`src/rtl/pixel_pkg.sv`:
```
`default_nettype none
// ============================================================================
// Module : pixel_pkg
// Purpose: Shared constants, types and helpers for the pixel commit block.
//          Screen geometry, framebuffer size, FSM state encoding, plot
//          request record and the (x,y) -> linear address conversion.
// Ports  : none (package)
// Rev    : 1.0  initial release
// ============================================================================
package pixel_pkg;

  localparam int SCREEN_W = 160;
  localparam int SCREEN_H = 120;
  localparam int ADDR_W   = 15;
  localparam int COLOUR_W = 3;
  localparam int X_W      = 8;
  localparam int Y_W      = 7;
  localparam int FB_SIZE  = SCREEN_W * SCREEN_H;  // 19200

  typedef enum logic [0:0] {
    ST_RUN  = 1'b0,
    ST_FILL = 1'b1
  } state_e;

  typedef struct packed {
    logic [X_W-1:0]      x;
    logic [Y_W-1:0]      y;
    logic [COLOUR_W-1:0] colour;
  } plot_t;

  // y*160 + x, built from shifts so no multiplier is needed:
  // y*160 = y*128 + y*32.
  function automatic logic [ADDR_W-1:0] lin_addr(input logic [X_W-1:0] x,
                                                 input logic [Y_W-1:0] y);
    logic [ADDR_W-1:0] yw;
    yw = ADDR_W'(y);
    return (yw << 7) + (yw << 5) + ADDR_W'(x);
  endfunction

endpackage
`default_nettype wire

```
`src/rtl/pixel_fifo.sv`:
```
`default_nettype none
// ============================================================================
// Module : pixel_fifo
// Purpose: Small synchronous FIFO holding plot requests {x,y,colour}.
//          Read data is the current head (first-word fall-through), so a
//          push into a full FIFO is safe when a pop happens in the same cycle.
// Ports  : clk_i, rst_i     clock / synchronous active-high reset
//          push_i, data_i   write side
//          pop_i, data_o    read side (data_o valid while !empty_o)
//          full_o, empty_o  status
// Rev    : 1.0  initial release
// ============================================================================
module pixel_fifo #(
  parameter int DEPTH = 4,
  parameter int WIDTH = 18
) (
  input  logic             clk_i,
  input  logic             rst_i,
  input  logic             push_i,
  input  logic [WIDTH-1:0] data_i,
  input  logic             pop_i,
  output logic [WIDTH-1:0] data_o,
  output logic             full_o,
  output logic             empty_o
);

  localparam int PTR_W = $clog2(DEPTH);

  logic [WIDTH-1:0] mem_q [DEPTH];
  // One extra pointer bit distinguishes full from empty.
  logic [PTR_W:0]   wr_q;
  logic [PTR_W:0]   rd_q;

  always_ff @(posedge clk_i) begin
    if (rst_i) begin
      wr_q <= '0;
      rd_q <= '0;
    end else begin
      if (push_i) wr_q <= wr_q + 1'b1;
      if (pop_i)  rd_q <= rd_q + 1'b1;
    end
  end

  always_ff @(posedge clk_i) begin
    if (push_i) mem_q[wr_q[PTR_W-1:0]] <= data_i;
  end

  assign data_o  = mem_q[rd_q[PTR_W-1:0]];
  assign empty_o = (wr_q == rd_q);
  assign full_o  = (wr_q[PTR_W] != rd_q[PTR_W]) &&
                   (wr_q[PTR_W-1:0] == rd_q[PTR_W-1:0]);

endmodule
`default_nettype wire

```
`src/rtl/pixel_commit.sv`:
```
`default_nettype none
// ============================================================================
// Module : pixel_commit
// Purpose: Receives sprite plot requests, clips them to the screen, buffers
//          them, converts (x,y) to a linear address and commits them to the
//          framebuffer write port (valid/ready). Also walks the whole screen
//          for a background fill.
// Ports  : clock_i, reset_i             clock / synchronous active-high reset
//          x_i, y_i, colour_i, plot_i   plot request
//          fill_i, fill_colour_i        fill walk start / colour
//          mem_addr_o, mem_data_o,
//          mem_we_o, mem_ready_i        framebuffer write handshake
//          busy_o, fill_done_o,
//          overflow_o, clip_count_o     status
// Rev    : 1.0  initial release
// ============================================================================
module pixel_commit #(
  parameter int FIFO_DEPTH = 4,
  parameter int SCREEN_W   = 160,
  parameter int SCREEN_H   = 120
) (
  input  logic        clock_i,
  input  logic        reset_i,
  input  logic [7:0]  x_i,
  input  logic [6:0]  y_i,
  input  logic [2:0]  colour_i,
  input  logic        plot_i,
  input  logic        fill_i,
  input  logic [2:0]  fill_colour_i,
  output logic [14:0] mem_addr_o,
  output logic [2:0]  mem_data_o,
  output logic        mem_we_o,
  input  logic        mem_ready_i,
  output logic        busy_o,
  output logic        fill_done_o,
  output logic        overflow_o,
  output logic [7:0]  clip_count_o
);

  import pixel_pkg::*;

  localparam logic [ADDR_W-1:0] FILL_END = ADDR_W'(FB_SIZE);
  localparam logic [ADDR_W-1:0] FILL_LAST = ADDR_W'(FB_SIZE - 1);

  // Request capture register: requests are sampled on the edge, then
  // clipped / pushed on the following cycle.
  plot_t                in_q;
  logic                 in_vld_q;

  plot_t                fifo_rd;
  logic                 fifo_full, fifo_empty;

  state_e               state_q;
  logic [ADDR_W-1:0]    fill_cnt_q;   // next fill address to issue
  logic [COLOUR_W-1:0]  fill_col_q;
  logic                 fill_done_q;
  logic                 overflow_q;
  logic [7:0]           clip_cnt_q;

  logic                 out_vld_q, out_vld_d;
  logic [ADDR_W-1:0]    out_addr_q, out_addr_d;
  logic [COLOUR_W-1:0]  out_data_q, out_data_d;

  logic w_in_range, w_clip, w_want_push, w_push, w_drop, w_pop;
  logic w_xfer, w_slot_free, w_fill_start, w_fill_issue, w_fill_last;

  always_ff @(posedge clock_i) begin
    if (reset_i) begin
      in_q     <= '0;
      in_vld_q <= 1'b0;
    end else begin
      in_q     <= '{x: x_i, y: y_i, colour: colour_i};
      in_vld_q <= plot_i;
    end
  end

  assign w_in_range  = (int'(in_q.x) < SCREEN_W) && (int'(in_q.y) < SCREEN_H);
  assign w_clip      = in_vld_q && !w_in_range;
  assign w_want_push = in_vld_q && w_in_range;

  assign w_xfer      = out_vld_q && mem_ready_i;
  assign w_slot_free = !out_vld_q || w_xfer;

  // A fill start takes the empty output stage this cycle, so no pop then.
  assign w_fill_start = (state_q == ST_RUN) && fill_i && !out_vld_q;
  assign w_pop        = (state_q == ST_RUN) && !w_fill_start && w_slot_free && !fifo_empty;
  assign w_push       = w_want_push && (!fifo_full || w_pop);
  assign w_drop       = w_want_push && !w_push;

  assign w_fill_issue = (state_q == ST_FILL) && w_slot_free && (fill_cnt_q != FILL_END);
  assign w_fill_last  = (state_q == ST_FILL) && w_xfer && (out_addr_q == FILL_LAST);

  pixel_fifo #(
    .DEPTH (FIFO_DEPTH),
    .WIDTH ($bits(plot_t))
  ) u_fifo (
    .clk_i   (clock_i),
    .rst_i   (reset_i),
    .push_i  (w_push),
    .data_i  (in_q),
    .pop_i   (w_pop),
    .data_o  (fifo_rd),
    .full_o  (fifo_full),
    .empty_o (fifo_empty)
  );

  // Output stage next-state: holds while a transfer is pending.
  always_comb begin
    out_vld_d  = out_vld_q;
    out_addr_d = out_addr_q;
    out_data_d = out_data_q;
    if (w_pop) begin
      out_vld_d  = 1'b1;
      out_addr_d = lin_addr(fifo_rd.x, fifo_rd.y);
      out_data_d = fifo_rd.colour;
    end else if (w_fill_issue) begin
      out_vld_d  = 1'b1;
      out_addr_d = fill_cnt_q;
      out_data_d = fill_col_q;
    end else if (w_xfer) begin
      out_vld_d  = 1'b0;
    end
  end

  always_ff @(posedge clock_i) begin
    if (reset_i) begin
      state_q     <= ST_RUN;
      fill_cnt_q  <= '0;
      fill_col_q  <= '0;
      fill_done_q <= 1'b0;
      overflow_q  <= 1'b0;
      clip_cnt_q  <= '0;
      out_vld_q   <= 1'b0;
      out_addr_q  <= '0;
      out_data_q  <= '0;
    end else begin
      out_vld_q   <= out_vld_d;
      out_addr_q  <= out_addr_d;
      out_data_q  <= out_data_d;
      fill_done_q <= 1'b0;
      if (w_drop) overflow_q <= 1'b1;
      if (w_clip && (clip_cnt_q != 8'hFF)) clip_cnt_q <= clip_cnt_q + 8'd1;
      case (state_q)
        ST_RUN: begin
          if (w_fill_start) begin
            state_q    <= ST_FILL;
            fill_cnt_q <= '0;
            fill_col_q <= fill_colour_i;
          end
        end
        ST_FILL: begin
          if (w_fill_issue) fill_cnt_q <= fill_cnt_q + 1'b1;
          if (w_fill_last) begin
            state_q     <= ST_RUN;
            fill_done_q <= 1'b1;
          end
        end
        default: state_q <= ST_RUN;
      endcase
    end
  end

  assign mem_addr_o   = out_addr_q;
  assign mem_data_o   = out_data_q;
  assign mem_we_o     = out_vld_q;
  assign busy_o       = !fifo_empty || out_vld_q || (state_q == ST_FILL);
  assign fill_done_o  = fill_done_q;
  assign overflow_o   = overflow_q;
  assign clip_count_o = clip_cnt_q;

endmodule
`default_nettype wire

```
`config.mk`:
```
export PLATFORM = sky130hd
export DESIGN_NAME = pixel_commit
export DESIGN_NICKNAME = d
export VERILOG_FILES = /design/src/rtl/pixel_pkg.sv /design/src/rtl/pixel_fifo.sv /design/src/rtl/pixel_commit.sv
export SDC_FILE = /design/constraint.sdc
export NUM_CORES = 1
export LEC_CHECK = 0
export ABC_CLOCK_PERIOD_IN_PS = 3700
export CORE_ASPECT_RATIO = 1.25
export CORE_MARGIN = 2
export CORE_UTILIZATION = 39
export DETAILED_ROUTE_END_ITERATION = 12
export DONT_BUFFER_PORTS = 1
export PLACE_DENSITY = 0.54
export SKIP_LAST_GASP = 1
export SLEW_MARGIN = 0
export SYNTH_ARGS = -nofsm -noshare
export SYNTH_HDL_FRONTEND = slang
export SYNTH_SLANG_ARGS = --single-unit
```
`constraint.sdc`:
```
create_clock -name clock_i -period 3.7 [get_ports clock_i]
set_clock_uncertainty 0.1 [all_clocks]
set_input_delay 0.74 -clock clock_i [delete_from_list [all_inputs] [get_ports clock_i]]
set_output_delay 0.74 -clock clock_i [all_outputs]
set_load 0.02 [all_outputs]
```
==> run metrics, run 1 <==
status complete, no violations; layout cells sized above 1 0.133; crit path cell chain mux4_2, ha_1, ha_1, fa_1, a211oi_1, o21ai_0, nor2b_1, o211ai_1, a221oi_2; largest net degree at the start of global routing 65; worst vdd ir approximately 0.00032 V; post-synthesis register bit count around 150; worst path arrival time about 3600 ps; Crit Path Category flip-flop to flip-flop; Final setup viols 0; Startpoint Class flip-flop; Post-Syn Area 0.00621 mm2; CP max stage delay 610 ps; number of synthesized flops with an enable pin just over 70; Slowest-stage cell, CP dfxtp_1; Sink Count ~150; vias in the first global route approximately 3,700; Netlist cell types 57; fin crit share 0.918; YS warnings 0; post-synth net total about 540; RePlAce Congestion roughly 0.85; synthesized instance count a little under 500; total power approximately 3.9 mW; CP endpoint mem_addr_o[14]$_SDFFE_PP0P_; PD cells between 500 and 600 mW/mm2; Area contributors post-synth edfxtp_1, dfxtp_1, mux4_2, ha_1, xnor2_1; RSZ-0062 raised after global routing false; post-synthesis sequential area ratio 0.590; first-pass detailed-route iteration total 4; required time worst endpoint between 3000 and 4000 ps; Post-Syn Area per Cell 12.7 um2; Initial Utilization 0.399; WL final roughly 12,000 um; GRT Residual Overflow 0; Final Max Tran Viols 0; die area 0.0170 mm2; Reg2Reg Setup Slack 300 ps; Pleak roughly 2.3 nW; Relative slew margins 0.423; total CTS buffers 17; WL/cell ~17 um; Post-CTS Setup Bufs 0; Antenna Cells 0; clock root buffer clkbuf_16; crit-path most repeated cell ha_1; Final ANT Viol Nets 0; leading area contributor after synthesis edfxtp_1; Final Hold Vio Count 0; worst reg2reg path depth 9; Top FF cell, synth dfxtp_1; initial antenna violation count 0; FFs w/ async S/R, synth 0; first-pass GRT wire length 20,000 um; hold crit path type input port to flip-flop; dpl hpwl between 8000 and 9000 um; Chip Width between 100 and 150 um; Worst-path clk slew about 60 ps; Setup TNS 0 ps; DRC 0; Die Span Y ~150 um; Max Fclk just under 300 MHz; post-synth top area share 0.348; area grow syn2layout 11.6%; Post-CTS Hold Fix Bufs 0; Worst-Margin Slew around 860 ps; I/O pin cnt 56; Port-buffer cells 0; post-CTS sizing 0; Vias/cell roughly 5.1; CTS tree yes; clk_lat worst skew ~430 ps; CORE AREA roughly 0.016 mm2; Layout Nets 540; CTS Buffer Depth 2; crit path max fanout 8; vias approximately 3,600; drt initial violations between 200 and 250; H-tree depth 4; Period minus WS final roughly 3400 ps; total of max-cap violations 0; Core Rows 51; GR Util All Layers 0.156; Critical Path End Type flip-flop; worst reg2reg endpoint mem_addr_o[14]$_SDFFE_PP0P_
==> power by group <==
group          internal, mW  switching (mW)  total, mW  leakage (nW)
logic                 0.195           0.260      0.456         0.792
clock network         0.865           0.681       1.55         0.253
registers              1.78          0.0989       1.87          1.28
total                  2.84            1.04       3.88          2.32
==> critical path, delay by kind of cell (launching register included) <==
kind / cells / cell delay, ps
flops: 1 / 610
simple gates: 1 / 160
compound gates: 4 / 840
fa+ha+maj: 3 / 940
mux: 1 / 590
==> cell type report <==
type | count | area (um2)
Clock inverter | 13 | 101
Inverter | 22 | 82.6
Multi-Input combinational cell | 296 | 2330
Tap cell | 212 | 265
Sequential cell | 147 | 3660
Clock buffer | 19 | 433
Timing Repair Buffer | 7 | 52.6
Fill cell | 1453 | 8640
==> flip-flops by register name (all words and copies together), names as in the netlist, 3 cells and up, named ones only <==
name	flops
mem_data_o	3
fill_cnt_q	15
u_fifo.rd_q	3
mem_addr_o	15
in_q	18
u_fifo.mem_q	72
fill_col_q	3
u_fifo.wr_q	3
clip_count_o	8
==> metrics by stage <==
stage	utilization	hold WS (ps)	instances	cell area, um2	worst slack [ps]
2_1_floorplan	-	336	488	6210	461
3_3_place_gp	0.411	347	684	6390	438
3_5_place_dp	0.411	351	684	6390	329
4_1_cts	0.445	264	716	6930	277
5_1_grt	0.445	268	716	6930	159
6_report	0.445	286	716	6930	304
==> cell usage after synthesis, types with 13 or more instances <==
cell and count:
mux4_2 18, ha_1 21, xnor2_1 16, a21oi_1 21, nor2_1 36, nor2b_1 21
edfxtp_1 72, nand3_1 16, dfxtp_1 75, nand2_1 23, inv_1 22, a211oi_1 13
==> layout by cell type, fill, tap and decap left out, types with 12 or more instances in the layout <==
master,n
nor2b_1,21
ha_1,21
nor2_1,36
xnor2_1,16
mux4_2,18
a21oi_1,21
edfxtp_1,72
o21ai_0,12
nand3_1,16
inv_1,22
dfxtp_1,75
nand2_1,23
clkbuf_16,17
a211oi_1,13
==> cells by family after synthesis <==
family | Yosys count | share of synthesized area
XOR/XNOR | 26 | 0.0367
buffers and inverters | 45 | 0.0345
flip-flops | 147 | 0.590
multiplexers | 22 | 0.0719
adder cells (fa/ha/maj) | 23 | 0.0488
AND/OR/NAND/NOR | 146 | 0.131
AO/OA/AOI/OAI | 79 | 0.0867
==> how the worst min path moves through the flow <==
stage,startpoint,endpoint,slack (ps),depth (start not counted)
global route,reset_i,u_fifo.wr_q[0]$_SDFFE_PP0P_,270,1
floorplan,fill_col_q[0]$_SDFFE_PP0P_,fill_col_q[0]$_SDFFE_PP0P_,340,2
CTS,reset_i,u_fifo.wr_q[0]$_SDFFE_PP0P_,260,1
detailed placement,fill_col_q[1]$_SDFFE_PP0P_,fill_col_q[1]$_SDFFE_PP0P_,350,2
finish,reset_i,in_vld_q$_SDFF_PP0_,290,1
global placement,in_q[5]$_SDFF_PP0_,u_fifo.mem_q[0][5]$_DFFE_PP_,350,0
==> layer usage <==
layer | up-vias | GRT usage | part of all wire
met1 | 1775 | 0.192 | 0.44
met3 | 15 | 0.0505 | 0.046
met5 | - | 0 | 0
met2 | 52 | 0.254 | 0.50
met4 | 0 | 0.0571 | 0.017
li1 | 1790 | - | -
No activity file was read; power rests on OpenSTA's default activity.
==> run 2, diff against run 1 <==
GPL_ROUTABILITY_DRIVEN = 1   (was unset)
==> results of run 2 <==
Same layout as run 1: the final DEF is identical, and so are final timing and power.
==> run 3, diff against run 2 <==
ABC_CLOCK_PERIOD_IN_PS = 2800   (was 3700)
PLACE_DENSITY = 0.56   (was 0.54)
clock period = 2.8 ns   (was 3.7 ns; I/O delays follow)
==> run metrics, run 3 (synthesized netlist as in run 1, its figures left out) <==
total power 5.49 mW (+42%); crit-path most repeated cell ha_4; CP max stage delay 530 ps (-80 ps); min-delay src reset_i; GRT Residual Overflow 0 (unchanged); worst path arrival time 3010 ps (-570 ps); Final WS setup -35.0 ps (-339 ps); Worst-path clk slew 60 ps (about the same); pre-CTS setup slack -46.8 ps (-376 ps); I/O pin cnt 56 (unchanged); clk_lat worst skew 410 ps (-20 ps); Sink Count 147 (unchanged); total of max-cap violations 0 (unchanged); DRC 0 (unchanged); Die Span Y 145 um (unchanged); Period minus WS final 2830 ps (-561 ps); failing checks negative setup slack; dpl hpwl 8890 um (+3.9%); Critical Path End Type flip-flop; H-tree depth 4 (unchanged); Hold WS 122 ps (-164 ps); worst reg2reg endpoint mem_addr_o[14]$_SDFFE_PP0P_; CP endpoint mem_addr_o[14]$_SDFFE_PP0P_; CTS Buffer Depth 2 (unchanged); die area 0.0170 mm2 (unchanged); most frequent cells in the layout dfxtp_1, edfxtp_1, nor2_1; Setup TNS -35.0 ps (-35.0 ps); Vias/cell 5.09 (+0.37%); Slowest-stage cell, CP mux4_2; hold crit path type input port to flip-flop; leading cell type in the layout, fill and taps excluded dfxtp_1; Max Fclk 353 MHz (+20%); layout filler cell count 1,466 (+0.89%); Core Rows 51 (unchanged); vias in the first global route 3,753 (+0.29%); Worst-Margin Slew 562 ps (-295 ps); largest net degree at the start of global routing 65 (unchanged); layout cells sized above 1 0.190 (+0.0571); Final Hold Vio Count 0 (unchanged); CORE AREA 0.0156 mm2 (unchanged); Final setup viols 1 (+1); max FFs per register 72 (unchanged); CTS tree yes; first-pass GRT wire length 19,700 um (-1.2%); RePlAce Congestion 0.821 (-3.7%); initial antenna violation count 0 (unchanged); crit path max fanout 3 (-5); drt initial violations 167 (-22%); Crit Path Category flip-flop to flip-flop; PD cells 760 mW/mm2 (+36%); Relative slew margins 0.625 (+0.202); Port-buffer cells 0 (unchanged); worst reg2reg path depth 10 (+1); WL/cell 17.2 um (-0.16%); clock root buffer clkbuf_16; Reg2Reg Setup Slack -30 ps (-340 ps); vias 3,732 (+2.8%); fin crit share 1.01 (+0.0946); status finished with violations; area grow syn2layout 16.3%; Post-CTS Hold Fix Bufs 0 (unchanged); GR Util All Layers 0.155 (-0.000629); Final ANT Viol Nets 0 (unchanged); Startpoint Class flip-flop; WL final 12,600 um (+2.2%); Initial Utilization 0.399 (unchanged); Antenna Cells 0 (unchanged); first-pass detailed-route iteration total 4 (unchanged); Chip Width 117 um (unchanged); total CTS buffers 17 (unchanged); required time worst endpoint 2980 ps (-900 ps); Layout Nets 557 (+3.1%); RSZ-0062 raised after global routing true; Final Max Tran Viols 0 (unchanged); crit path cell chain buf_4, mux4_2, ha_4, ha_4, fa_2, a211oi_2, o21ai_1, nor2b_1, o211ai_1, a221oi_2; Pleak 2.46 nW (+5.8%); worst vdd ir 0.000447 V (+38%)
[run 3: changes by cell type in the layout (fill, tap and decap cells not counted), sizes merged]
cell      before  now
clkinvlp       3    1
bufinv         0    3
inv           27   26
buf            7   24
[run 3: critical path, delay by kind of cell (launching register included)]
family                     cells  cell delay, ps
adders and majority gates      3             820
AOI/OAI and AO/OA              4             620
muxes                          1             530
DFF                            1             370
and+or+nand+nor                1             130
buffers and inverters          1             120
[run 3: final cells by class]
| type | instances | area, um2 | area share |
|---|---|---|---|
| clock buffer | 19 | 433 | 0.0600 |
| clock inverter | 13 | 158 | 0.0218 |
| inverter | 22 | 82.6 | 0.0114 |
| multi-input combinational | 296 | 2410 | 0.334 |
| sequential | 147 | 3670 | 0.508 |
| tap | 212 | 265 | 0.0367 |
| timing repair buffer | 24 | 205 | 0.0284 |
[run 3: worst min path at each step]
| stage | depth (start not counted) | end |
|---|---|---|
| after floorplan | 2 | fill_col_q[0]$_SDFFE_PP0P_ |
| after global placement | 0 | u_fifo.mem_q[2][4]$_DFFE_PP_ |
| after detailed placement | 2 | fill_col_q[0]$_SDFFE_PP0P_ |
| after CTS | 1 | clip_count_o[1]$_SDFFE_PP0P_ |
| after global routing | 1 | in_q[4]$_SDFF_PP0_ |
| final | 1 | clip_count_o[1]$_SDFFE_PP0P_ |
[run 3: layer usage]
metal	global-route usage	vias to the layer above	part of all wire
li1	-	1822	-
met1	0.192	1831	0.44
met2	0.260	65	0.51
met3	0.0376	14	0.040
met4	0.0582	0	0.014
met5	0	-	0
[run 3: where the power goes]
part | switching (mW) | total (mW) | leakage (nW) | internal, mW
logic | 0.390 | 0.746 | 0.886 | 0.356
registers | 0.125 | 2.47 | 1.28 | 2.35
clock network | 0.869 | 2.27 | 0.292 | 1.40
total | 1.38 | 5.49 | 2.46 | 4.11
[run 3: repair_timing]
action / CTS / global route
endpoints found under the setup margin: 4 / 6
pin swaps: 4 / 8
buffers inserted: 0 / 2
gates resized for setup: 2 / 4
endpoints found under the hold margin: 0 / 0
[run 3: metrics by stage]
stage	std cells	util	instance area, um2
CTS	731	0.461	7180
detailed placement	699	0.423	6580
floorplan	488	-	6290
global route	733	0.464	7220
finish	733	0.464	7220
global placement	699	0.423	6580
